<file path="src/rtl/ps2_keyboard.sv">
// PS/2 keyboard receiver.
// Synchronises the raw PS/2 clock and data lines, deserialises 11-bit
// device-to-host frames (start, 8 data LSB first, odd parity, stop) and
// queues good scan codes in a small FIFO. The consumer pops the head byte
// by holding kbi_rdn low for one cycle.
//
// Receive FSM states:
//   state     | meaning
//   ----------+-----------------------------------------------------------
//   ST_IDLE   | bus idle, waiting for a falling edge with data low (start)
//   ST_DATA   | shifting in data bits 0..7, LSB first
//   ST_PARITY | next falling edge carries the odd-parity bit
//   ST_STOP   | next falling edge carries the stop bit; frame is judged
module ps2_keyboard #(
    parameter int FIFO_AW = 2,
    parameter int TIMEOUT = 50000
) (
    input  logic               kbi_clk,
    input  logic               kbi_rst,
    input  logic               kbi_ps2_clk,
    input  logic               kbi_ps2_data,
    input  logic               kbi_rdn,
    output logic               kbo_data_ready,
    output logic [7:0]         kbo_scan_code,
    output logic               kbo_frame_err,
    output logic               kbo_overflow,
    output logic [FIFO_AW:0]   kbo_count
);

    localparam int               DEPTH    = 1 << FIFO_AW;
    localparam logic [FIFO_AW:0] FULL_CNT = (FIFO_AW + 1)'(DEPTH);
    localparam logic [15:0]      TMO_LIM  = 16'(TIMEOUT);

    typedef enum logic [1:0] {
        ST_IDLE   = 2'd0,
        ST_DATA   = 2'd1,
        ST_PARITY = 2'd2,
        ST_STOP   = 2'd3
    } rx_state_t;

    rx_state_t state, state_nxt;

    logic clk_s1, clk_s2, clk_s3;
    logic data_s1, data_s2;
    logic fe;
    logic bit_in;

    logic [2:0]  bit_idx;
    logic [7:0]  data_sr;
    logic        parity_bit;
    logic [15:0] tmo_cnt;
    logic        tmo_hit;

    logic        frame_done;
    logic        frame_good;

    logic [7:0]         mem [DEPTH];
    logic [FIFO_AW-1:0] wr_ptr;
    logic [FIFO_AW-1:0] rd_ptr;
    logic [FIFO_AW:0]   count;
    logic               push_req;
    logic               push_ok;
    logic               pop;

    // Two-flop synchronisers; the clock line gets a third flop for edge detect.
    // Flops reset to 1 so an idle-high bus never looks like a falling edge.
    always_ff @(posedge kbi_clk) begin
        if (kbi_rst) begin
            clk_s1  <= 1'b1;
            clk_s2  <= 1'b1;
            clk_s3  <= 1'b1;
            data_s1 <= 1'b1;
            data_s2 <= 1'b1;
        end else begin
            clk_s1  <= kbi_ps2_clk;
            clk_s2  <= clk_s1;
            clk_s3  <= clk_s2;
            data_s1 <= kbi_ps2_data;
            data_s2 <= data_s1;
        end
    end

    assign fe     = clk_s3 & ~clk_s2;
    assign bit_in = data_s2;

    // A stalled frame is abandoned once the counter reaches the limit.
    assign tmo_hit = (state != ST_IDLE) && (tmo_cnt == TMO_LIM);

    // Receive state register.
    always_ff @(posedge kbi_clk) begin
        if (kbi_rst) begin
            state <= ST_IDLE;
        end else begin
            state <= state_nxt;
        end
    end

    // Next-state logic and end-of-frame verdict.
    always_comb begin
        state_nxt  = state;
        frame_done = 1'b0;
        frame_good = 1'b0;
        if (tmo_hit) begin
            state_nxt = ST_IDLE;
        end else begin
            case (state)
                ST_IDLE: begin
                    // A high start bit is treated as noise and ignored quietly.
                    if (fe && !bit_in) begin
                        state_nxt = ST_DATA;
                    end
                end
                ST_DATA: begin
                    if (fe && (bit_idx == 3'd7)) begin
                        state_nxt = ST_PARITY;
                    end
                end
                ST_PARITY: begin
                    if (fe) begin
                        state_nxt = ST_STOP;
                    end
                end
                ST_STOP: begin
                    if (fe) begin
                        frame_done = 1'b1;
                        frame_good = bit_in && (^{data_sr, parity_bit});
                        state_nxt  = ST_IDLE;
                    end
                end
                default: state_nxt = ST_IDLE;
            endcase
        end
    end

    // Shift register, bit index and parity capture.
    always_ff @(posedge kbi_clk) begin
        if (kbi_rst) begin
            bit_idx    <= 3'd0;
            data_sr    <= 8'd0;
            parity_bit <= 1'b0;
        end else if (fe && !tmo_hit) begin
            case (state)
                ST_IDLE: begin
                    bit_idx <= 3'd0;
                end
                ST_DATA: begin
                    data_sr[bit_idx] <= bit_in;
                    bit_idx          <= bit_idx + 3'd1;
                end
                ST_PARITY: begin
                    parity_bit <= bit_in;
                end
                default: ;
            endcase
        end
    end

    // Inactivity counter: cleared while idle and on every PS/2 falling edge.
    always_ff @(posedge kbi_clk) begin
        if (kbi_rst || (state == ST_IDLE) || fe) begin
            tmo_cnt <= 16'd0;
        end else if (tmo_cnt != TMO_LIM) begin
            tmo_cnt <= tmo_cnt + 16'd1;
        end
    end

    assign push_req = frame_done && frame_good;
    assign pop      = !kbi_rdn && (count != '0);
    // A pop in the same cycle frees a slot, so a push into a full FIFO still lands.
    assign push_ok  = push_req && ((count != FULL_CNT) || pop);

    // FIFO storage, pointers, occupancy and one-cycle status pulses.
    always_ff @(posedge kbi_clk) begin
        if (kbi_rst) begin
            for (int i = 0; i < DEPTH; i++) begin
                mem[i] <= 8'd0;
            end
            wr_ptr        <= '0;
            rd_ptr        <= '0;
            count         <= '0;
            kbo_frame_err <= 1'b0;
            kbo_overflow  <= 1'b0;
        end else begin
            if (push_ok) begin
                mem[wr_ptr] <= data_sr;
                wr_ptr      <= wr_ptr + 1'b1;
            end
            if (pop) begin
                rd_ptr <= rd_ptr + 1'b1;
            end
            case ({push_ok, pop})
                2'b10:   count <= count + 1'b1;
                2'b01:   count <= count - 1'b1;
                default: count <= count;
            endcase
            kbo_frame_err <= frame_done && !frame_good;
            kbo_overflow  <= push_req && !push_ok;
        end
    end

    assign kbo_data_ready = (count != '0);
    assign kbo_scan_code  = mem[rd_ptr];
    assign kbo_count      = count;

endmodule

</file>
<file path="config.mk">
export PLATFORM = sky130hd
export DESIGN_NAME = ps2_keyboard
export DESIGN_NICKNAME = d
export VERILOG_FILES = /design/src/rtl/ps2_keyboard.sv
export SDC_FILE = /design/constraint.sdc
export NUM_CORES = 1
export LEC_CHECK = 0
export ABC_AREA = 1
export BUFFER_PORTS_ARGS = -buffer_cell sky130_fd_sc_hd__buf_2
export CAP_MARGIN = 20
export CORE_ASPECT_RATIO = 0.7
export CORE_MARGIN = 4
export CORE_UTILIZATION = 60
export DETAILED_ROUTE_END_ITERATION = 7
export HOLD_SLACK_MARGIN = 0.03
export PLACE_DENSITY = 0.78
export SYNTH_ARGS = -nofsm -noshare
export SYNTH_HDL_FRONTEND = slang
export SYNTH_SLANG_ARGS = --single-unit
</file>
<file path="constraint.sdc">
create_clock -name kbi_clk -period 2.5 [get_ports kbi_clk]
set_input_delay 0.125 -clock kbi_clk [delete_from_list [all_inputs] [get_ports kbi_clk]]
set_output_delay 0.125 -clock kbi_clk [all_outputs]
set_load 0.05 [all_outputs]
</file>
======== Word-level counts from Yosys, hierarchy flattened ========
Memory sizes are Yosys's and may differ from the RTL's. A register that Yosys moved wholly into a read port is not among the register bits.
Cells that the tools add are included.
storage, ports and cells
  register bits ........................... 44
  RAM bits ................................ 32
  bits of input ports ..................... 5
  output and inout bits ................... 14
  logic and storage cells ................. 96
  memories ................................ 1
cells by class
  $add $sub $neg .......................... 6
  $lt $le $gt $ge ......................... 2
  equality and inequality tests ........... 13
  multiplexer cells ....................... 26
  bitwise gates (word level) .............. 2
  reductions and logical operators ........ 31
memories
  memory  depth  bits a word  rd ports  clocked after Yosys merged registers in  wr ports  RTL line  text
  mem     4      8            1         1                                        4         57        logic [7:0] mem [DEPTH];
operators with widths
  cell                                                                          count
  16-bit by 1-bit adder with 16-bit output, second input constant               1
  16-bit equality test, second input constant                                   1
  16-bit inequality test, second input constant                                 1
  2-bit 2-to-1 mux                                                              7
  1-bit 2-to-1 mux                                                              13
  3-bit case mux with 2 select lines                                            2
  1-bit logical AND                                                             11
  9-bit parity                                                                  1
  8-bit bitwise mux                                                             1
  8-bit 2-to-1 mux                                                              1
  2-bit inequality test, second input constant                                  4
  2-bit case mux with 4 select lines                                            1
  8-bit OR reduction                                                            1
  3-bit by 1-bit adder with 3-bit output, second input constant                 2
  2-bit equality test, second input constant                                    3
  2-bit AND reduction                                                           3
  2-bit nonzero test                                                            3
  1-bit logical NOT                                                             5
  2-bit by 1-bit adder with 2-bit output, second input constant                 2
  2-bit by 1-bit equality test with 1-bit output, second input constant         2
  3-bit by 4-bit less-than comparator with 1-bit output, second input constant  1
  4-bit AND reduction                                                           1
  1-bit demux with 3-bit select                                                 1
  3-bit equality test, second input constant                                    1
  other kinds (9)                                                               11

======== Depth between registers and ports, before layout ========
Gate-level depths: netlist of run 1.
  depth after elaboration ................. 12
  mapped depth ............................ 17
  mapped depth without buffers ............ 17

======== Worst setup path before layout of run 1 ========
OpenSTA, ideal clock, no wires.
  path kind ............................... register -> register
  start point ............................. register count[0] (netlist: kbo_count[0])
  end point ............................... register count[2] (netlist: kbo_count[2])
  library setup time ...................... 117 ps
  arrival time ............................ 2154 ps
  data required time ...................... 2383 ps
  path slack .............................. 230 ps
  stages on the path, launching flop included .. 11
  path buffers ............................ 0
  clock period less this slack ............ 2270 ps
  cell sequence ........................... dfxtp_1 nor2_1 nand2_1 nand2_1 inv_1 nand2_1 fa_1 inv_1 nand2_1 a21oi_1 nor2_1
between the ends
  word-level cells in the longest chain between the ends .. 6
  elaborated cells between the ends (all ways) .. 11
  classes of those cells .................. add/sub (2); eq/ne (3); mux (1); reduce/logical (5)
ends and longest elaborated chain
  element                                                                                RTL line  text
  start, declared                                                                        60        logic [FIFO_AW:0] count;
  start signal, assigned                                                                 192       2'b10: count <= count + 1'b1;
  start signal, assigned                                                                 193       2'b01: count <= count - 1'b1;
  start signal, assigned                                                                 194       default: count <= count;
  3-bit nonzero test *                                                                   --
  named net kbo_data_ready                                                               23        output logic kbo_data_ready,
  1-bit logical AND *                                                                    168       assign pop = !kbi_rdn && (count != '0);
  1-bit logical OR                                                                       170       assign push_ok = push_req && ((count != FULL_CNT) || pop);
  1-bit logical AND                                                                      170
  2-bit by 1-bit equality test with 1-bit output or 2-bit equality test (tied branches)  191       case ({push_ok, pop})
  3-bit case mux with 2 select lines or 2-bit nonzero test (tied branches)               --
Mark *: on every way through the listed nets, which the timed path passes. The rest lies on a longest branch.
A chain may end at the register's enable or synchronous reset.

==> results of run 1 <==
==> cell usage after synthesis, types with 2 or more instances <==
cell type | instances | area, um2
a31oi_1 | 2 | 12.5
nand2_4 | 2 | 22.5
nand3_1 | 13 | 65.1
nand2_1 | 58 | 218
clkbuf_1 | 6 | 22.5
inv_2 | 3 | 11.3
edfxtp_1 | 32 | 961
nor4_1 | 2 | 12.5
nor2_1 | 66 | 248
nor3_1 | 5 | 25.0
inv_1 | 53 | 199
o22ai_1 | 8 | 50.1
or2_2 | 6 | 37.5
nor2_2 | 8 | 50.1
ha_1 | 8 | 100
o21a_1 | 2 | 15.0
o21ai_0 | 38 | 190
a21oi_1 | 31 | 155
dfxtp_1 | 46 | 921
xor2_1 | 2 | 17.5
nand2_2 | 4 | 25.0
nand4_1 | 14 | 87.6
nand3_2 | 2 | 20.0
==> routing by layer <==
layer	vias up	share of wire, %
li1	1455	-
met1	1298	47
met2	138	43
met3	16	9.3
met4	0	1.2
met5	-	0
==> flip-flops by register name (all words and copies together) (netlist names), named ones only <==
name / flops
wr_ptr: 2
clk_s3: 1
tmo_cnt: 16
bit_idx: 3
kbo_count: 3
rd_ptr: 2
kbo_frame_err: 1
state: 2
parity_bit: 1
bit_in: 1
clk_s1: 1
data_sr: 8
clk_s2: 1
kbo_overflow: 1
mem: 32
data_s1: 1
==> final cells by class <==
cell class	count	area (um2)	area share, %
Sequential cell	78	1880	46.9
Multi-Input combinational cell	280	1470	36.5
Inverter	57	216	5.39
Clock buffer	10	149	3.71
Timing Repair Buffer	24	140	3.49
Tap cell	75	93.8	2.34
Clock inverter	6	66.3	1.65
==> where the power goes <==
| part | total, uW | switching (uW) | leakage (uW) | internal, uW |
|---|---|---|---|---|
| Sequential | 1450 | 52.8 | 0.000696 | 1390 |
| Clock | 1000 | 475 | 0.000110 | 526 |
| Combinational | 938 | 710 | 0.000744 | 228 |
| Total | 3380 | 1240 | 0.00155 | 2150 |
==> worst max-delay path: stages (launching register included) <==
cell	delay [ns]
dfxtp_1	0.38
inv_1	0.09
ha_1	0.21
nand3_1	0.10
nor2_2	0.06
nand3_2	0.08
nand2_2	0.06
nor2_2	0.18
nand3_4	0.12
nor2_4	0.13
inv_4	0.09
nor2_8	0.12
nand2_4	0.09
nand2_1	0.28
==> logic make-up after synthesis <==
logic type,Yosys count,share of synthesized area [%]
AO/OA/AOI/OAI,82,12.0
XOR/XNOR,3,0.732
adder cells (fa/ha/maj),9,3.35
buffers and inverters,65,6.90
flip-flops,78,52.4
AND/OR/NAND/NOR,186,24.6
==> repair_timing <==
action                     4_1_cts  5_1_grt
hold endpoints to repair         2        0
gates resized for setup          0        2
setup buffers                    0        0
setup endpoints to repair        0        9
hold buffers                     2        0
==> worst max-delay path by stage <==
stage | end | depth (start not counted)
final | mem[2][0] | 13
after floorplan | kbo_count[2] | 10
after global routing | mem[2][0] | 13
after detailed placement | mem[0][0] | 13
after global placement | mem[2][3] | 13
after CTS | mem[0][6] | 13
==> metrics by stage <==
stage / hold WS (ns) / std cells / power [uW] / util (%)
6_report: 0.126 / 530 / 3380 / 69.7
5_1_grt: 0.139 / 530 / 3530 / 69.7
4_1_cts: 0.118 / 530 / 3390 / 69.6
3_5_place_dp: 0.309 / 512 / 2400 / 65.5
3_3_place_gp: 0.308 / 512 / 2380 / 65.5
2_1_floorplan: 0.229 / 423 / 2170 / -
==> run metrics, run 1 <==
outcome completed; commonest non-fill, non-tap cells in the layout 65 x nor2_1, 57 x nand2_1, 53 x inv_1; WL/cell ~14 um; antenna violations before repair 0; core area between 0.005 and 0.006 mm2; GR Layer Usage met3 roughly 9.0%; gr usage total 22.3%; type of the worst setup path reg2reg; grt ovf 0; Syn-to-layout area delta 11.8%; Hold Crit Depth 2; hold endpoint bit_idx[2]; initial core utilization 62.4%; Iter 0 DRT Violations ~210; hold crit path type in2reg; share of cells above drive strength 1 15.2%; Lkg Pwr 0.00155 uW; Req. time, crit path roughly 2.5 ns; setup ws final 0.178 ns; Nets roughly 460; DP Area approximately 0.0038 mm2; Root Buffer clkbuf_8; final hold vios 0; EDFF count, synth 32; worst slew pin tran between 0.6 and 0.7 ns; pre-CTS setup slack around 0.21 ns; worst setup path startpoint tmo_cnt[0]; post-synthesis cell area between 0.003 and 0.004 mm2; routability-driven placement congestion ratio ~0.9; first-pass GRT wire length approximately 13 mm; TritonCTS clock tree built; largest net degree at the start of global routing 21; clk slew on worst S/H paths about 0.080 ns; drt pass-1 iters 5; most common cell after layout, fill and taps aside nor2_1; Worst Path Arrival ~2.3 ns; post-DP HPWL around 5.6 mm; Worst-Skew Late Latency roughly 0.35 ns; Rows 23; Avg Synthesized Cell Area about 8.5 um2; busiest layer in global routing met2; number of synthesized register bits 78; max-slew violation count 0; Clock Sinks just under 80; Gate Count Post-Synth approximately 420; R2R Path Start tmo_cnt[0]; PD cells between 800 and 900 mW/mm2; slew margin rel. roughly 58%; worst r2r path cells 13; worst r2r dst mem[2][0]; Worst Path Max Fanout 10; Final ANT Viol Nets 0; die height about 73 um; max-cap violations 0; number of global-route vias before repair between 2000 and 3000; Die W roughly 100 um; top_reg_cell synth dfxtp_1; # DRC 0; GRT met2 Usage 33.4%; io pins 19; Inserted Clock Buffers 9; crit path time final about 2.3 ns; fill count roughly 440; CP endpoint kind flop; Vias/cell roughly 5.5; Die Area about 0.0073 mm2; Design Area, Final 0.00401 mm2; n_diodes 0; min-delay src kbi_rst; Post-Syn Nets between 400 and 500; Worst Skew between 0.007 and 0.008 ns; asr flop ratio synth 0%; RSZ-0062 raised after global routing false; drt total wl between 7 and 8 mm; Synth cell types 35; setup slack, reg-to-reg 0.18 ns; DR vias roughly 2900; crit share post-route a little over 90%; H-Tree Depth 3; I/O Buffers 18; CTS Buffer Depth 2; VDD IR-drop max between 700 and 800 uV; setup TNS 0 ns; Startpoint Class flop; Ys Warns 0; Setup-failing EPs final 0; sequential fraction of the synthesis area between 50% and 60%; fmax approximately 430 MHz; met1 GRT Util a little under a third
Power figures use the tool's default switching activity.
==> inputs of run 2 (changes only) <==
--- a/config.mk
+++ b/config.mk
@@ -9,7 +9,7 @@
 export BUFFER_PORTS_ARGS = -buffer_cell sky130_fd_sc_hd__buf_2
 export CAP_MARGIN = 20
 export CORE_ASPECT_RATIO = 0.7
-export CORE_MARGIN = 4
+export CORE_MARGIN = 2
 export CORE_UTILIZATION = 60
 export DETAILED_ROUTE_END_ITERATION = 7
 export HOLD_SLACK_MARGIN = 0.03
==> run metrics, run 2 (same netlist as run 1, synthesis figures left out) <==
outcome completed; max-slew violation count 0 (unchanged); fill count 471 (+6.6%); slowest stage delay, CP 0.40 ns (+0.02 ns); type of the worst setup path reg2reg; setup TNS 0 ns (unchanged); final core occ 69.1% (-0.63 points); Crit-path slowest cell fa_1; Worst Skew 0.0124 ns (+0.00497 ns); Final ANT Viol Nets 0 (unchanged); Vias/cell 5.41 (-1.4%); worst slew pin tran 0.632 ns (-0.00296 ns); antenna violations before repair 0 (unchanged); Syn-to-layout area delta 10.8%; critical path's most frequent cell nand2_1; Bufs and invs on worst path 2 (unchanged); stages on the worst setup path 14 (+1); Iter 0 DRT Violations 236 (+13%); Worst-Skew Late Latency 0.36 ns (about the same); Startpoint Class flop; worst r2r path cells 14 (+1); CP endpoint kind flop; crit share post-route 92.1% (-0.79 points); Die Area 0.00663 mm2 (-9.3%); die height 68.7 um (-5.5%); clk slew on worst S/H paths 0.08 ns (about the same); largest net degree at the start of global routing 21 (unchanged); area of the multi-input gates 0.00147 mm2 (unchanged); FF/Latch Area 0.00188 mm2 (unchanged); PD cells 816 mW/mm2 (-3.3%); CTS Buffer Depth 2 (unchanged); Setup-failing EPs final 0 (unchanged); Hold Crit Depth 2 (unchanged); crit path time final 2.30 ns (-0.0198 ns); Root Buffer clkbuf_8; Clock Sinks 78 (unchanged); Nets 464 (unchanged); Worst Path Max Fanout 5 (-5); hold crit path type in2reg; fmax 434 MHz (+0.86%); max-cap violations 0 (unchanged); io pins 19 (unchanged); WL/cell 14.2 um (-0.52%); Worst path top cell family by delay simple AND/OR/NAND/NOR gates; drt pass-1 iters 4 (-1); I/O Buffers 18 (unchanged); largest reg by FF count mem; # DRC 0 (unchanged); H-Tree Depth 3 (unchanged); n_diodes 0 (unchanged); Rows 23 (unchanged); VDD IR-drop max 795 uV (+4.0%); most common cell after layout, fill and taps aside nor2_1; grt ovf 0 (unchanged); slew margin rel. 57.8% (+0.20 points); post-DP HPWL 5.51 mm (-1.1%); RSZ-0062 raised after global routing false; setup slack, reg-to-reg 0.20 ns (+0.02 ns); drt total wl 7.52 mm (-0.52%); post-CTS setup buffers 0 (unchanged); Inserted Clock Buffers 9 (unchanged); commonest non-fill, non-tap cells in the layout 66 x nor2_1, 56 x nand2_1, 53 x inv_1; DR vias 2866 (-1.4%); final hold vios 0 (unchanged); Die W 96.5 um (-4.0%); initial core utilization 62.4% (unchanged); routability-driven placement congestion ratio 0.851 (-6.3%); critical path, cell by cell inv_1 > ha_1 > nand3_1 > nor2_1 > nand3_2 > nand2_2 > nor2_2 > nand2_1 > nand2_1 > fa_1 > inv_1 > nand2_1 > a21oi_1 > nor2_1; TritonCTS clock tree built; number of global-route vias before repair 2663 (-3.4%); Req. time, crit path 2.75 ns (+0.23 ns); share of cells above drive strength 1 14.7% (-0.44 points); registers with the most flip-flops mem x32, tmo_cnt x16, data_sr x8; gr usage total 25.6% (+3.3 points); max reg flops 32 (unchanged); first-pass GRT wire length 12.5 mm (-0.94%); core area 0.00576 mm2 (unchanged); Lkg Pwr 0.00153 uW (-1.3%); Worst Path Arrival 2.55 ns (+0.21 ns)
## run 2: changes by cell type in the layout (fill, tap and decap cells not counted), sizes merged
cell      before  now
clkinvlp       0    1
bufinv         1    0
clkinv         3    1
clkbuf        10   13
inv           59   58
## run 2: metrics by stage
step                cells  setup slack (ns)  hold slack [ns]  instance area, um2  power, uW
floorplan             423             0.230            0.229                3590       2170
global placement      512             0.310            0.307                3770       2370
detailed placement    512             0.181            0.309                3770       2390
CTS                   530             0.148            0.122                3970       3250
global route          530           0.00416            0.145                3980       3400
finish                530             0.198            0.122                3980       3240
## run 2: area by class of cell
| type | count | area share (%) |
|---|---|---|
| clock buffers | 13 | 4.03 |
| clock inverters | 3 | 0.472 |
| inverters | 57 | 5.44 |
| multi-input cells | 280 | 36.8 |
| flip-flops and latches | 78 | 47.3 |
| well taps | 75 | 2.36 |
| repair buffers | 24 | 3.52 |
## run 2: power breakdown
part           total, uW  switching (uW)  internal (uW)
Clock                874             453            421
Sequential          1450            53.8           1390
Combinational        924             697            226
Total               3240            1200           2040
## run 2: worst paths after layout
kind	start	endpoint
hold / removal	kbi_rst	bit_idx[1]
hold reg to reg	data_s1	bit_in
setup reg to reg	tmo_cnt[0]	kbo_count[2]
setup / recovery	tmo_cnt[0]	kbo_count[2]
## run 2: metal layers
metal / global-route usage, % / part of all wire, % / wire length, um / up-vias
li1: - / - / - / 1451
met1: 37.1 / 48 / 3630 / 1322
met2: 37.2 / 44 / 3280 / 84
met3: 7.93 / 7.1 / 534 / 9
met4: 7.04 / 0.98 / 74 / 0
met5: 0 / 0 / 0 / -
## run 2: what timing repair did
action / in CTS / in global routing
setup endpoints to repair: 0 / 5
resized for setup: 0 / 2
hold buffers: 2 / 0
hold endpoints to repair: 2 / 0
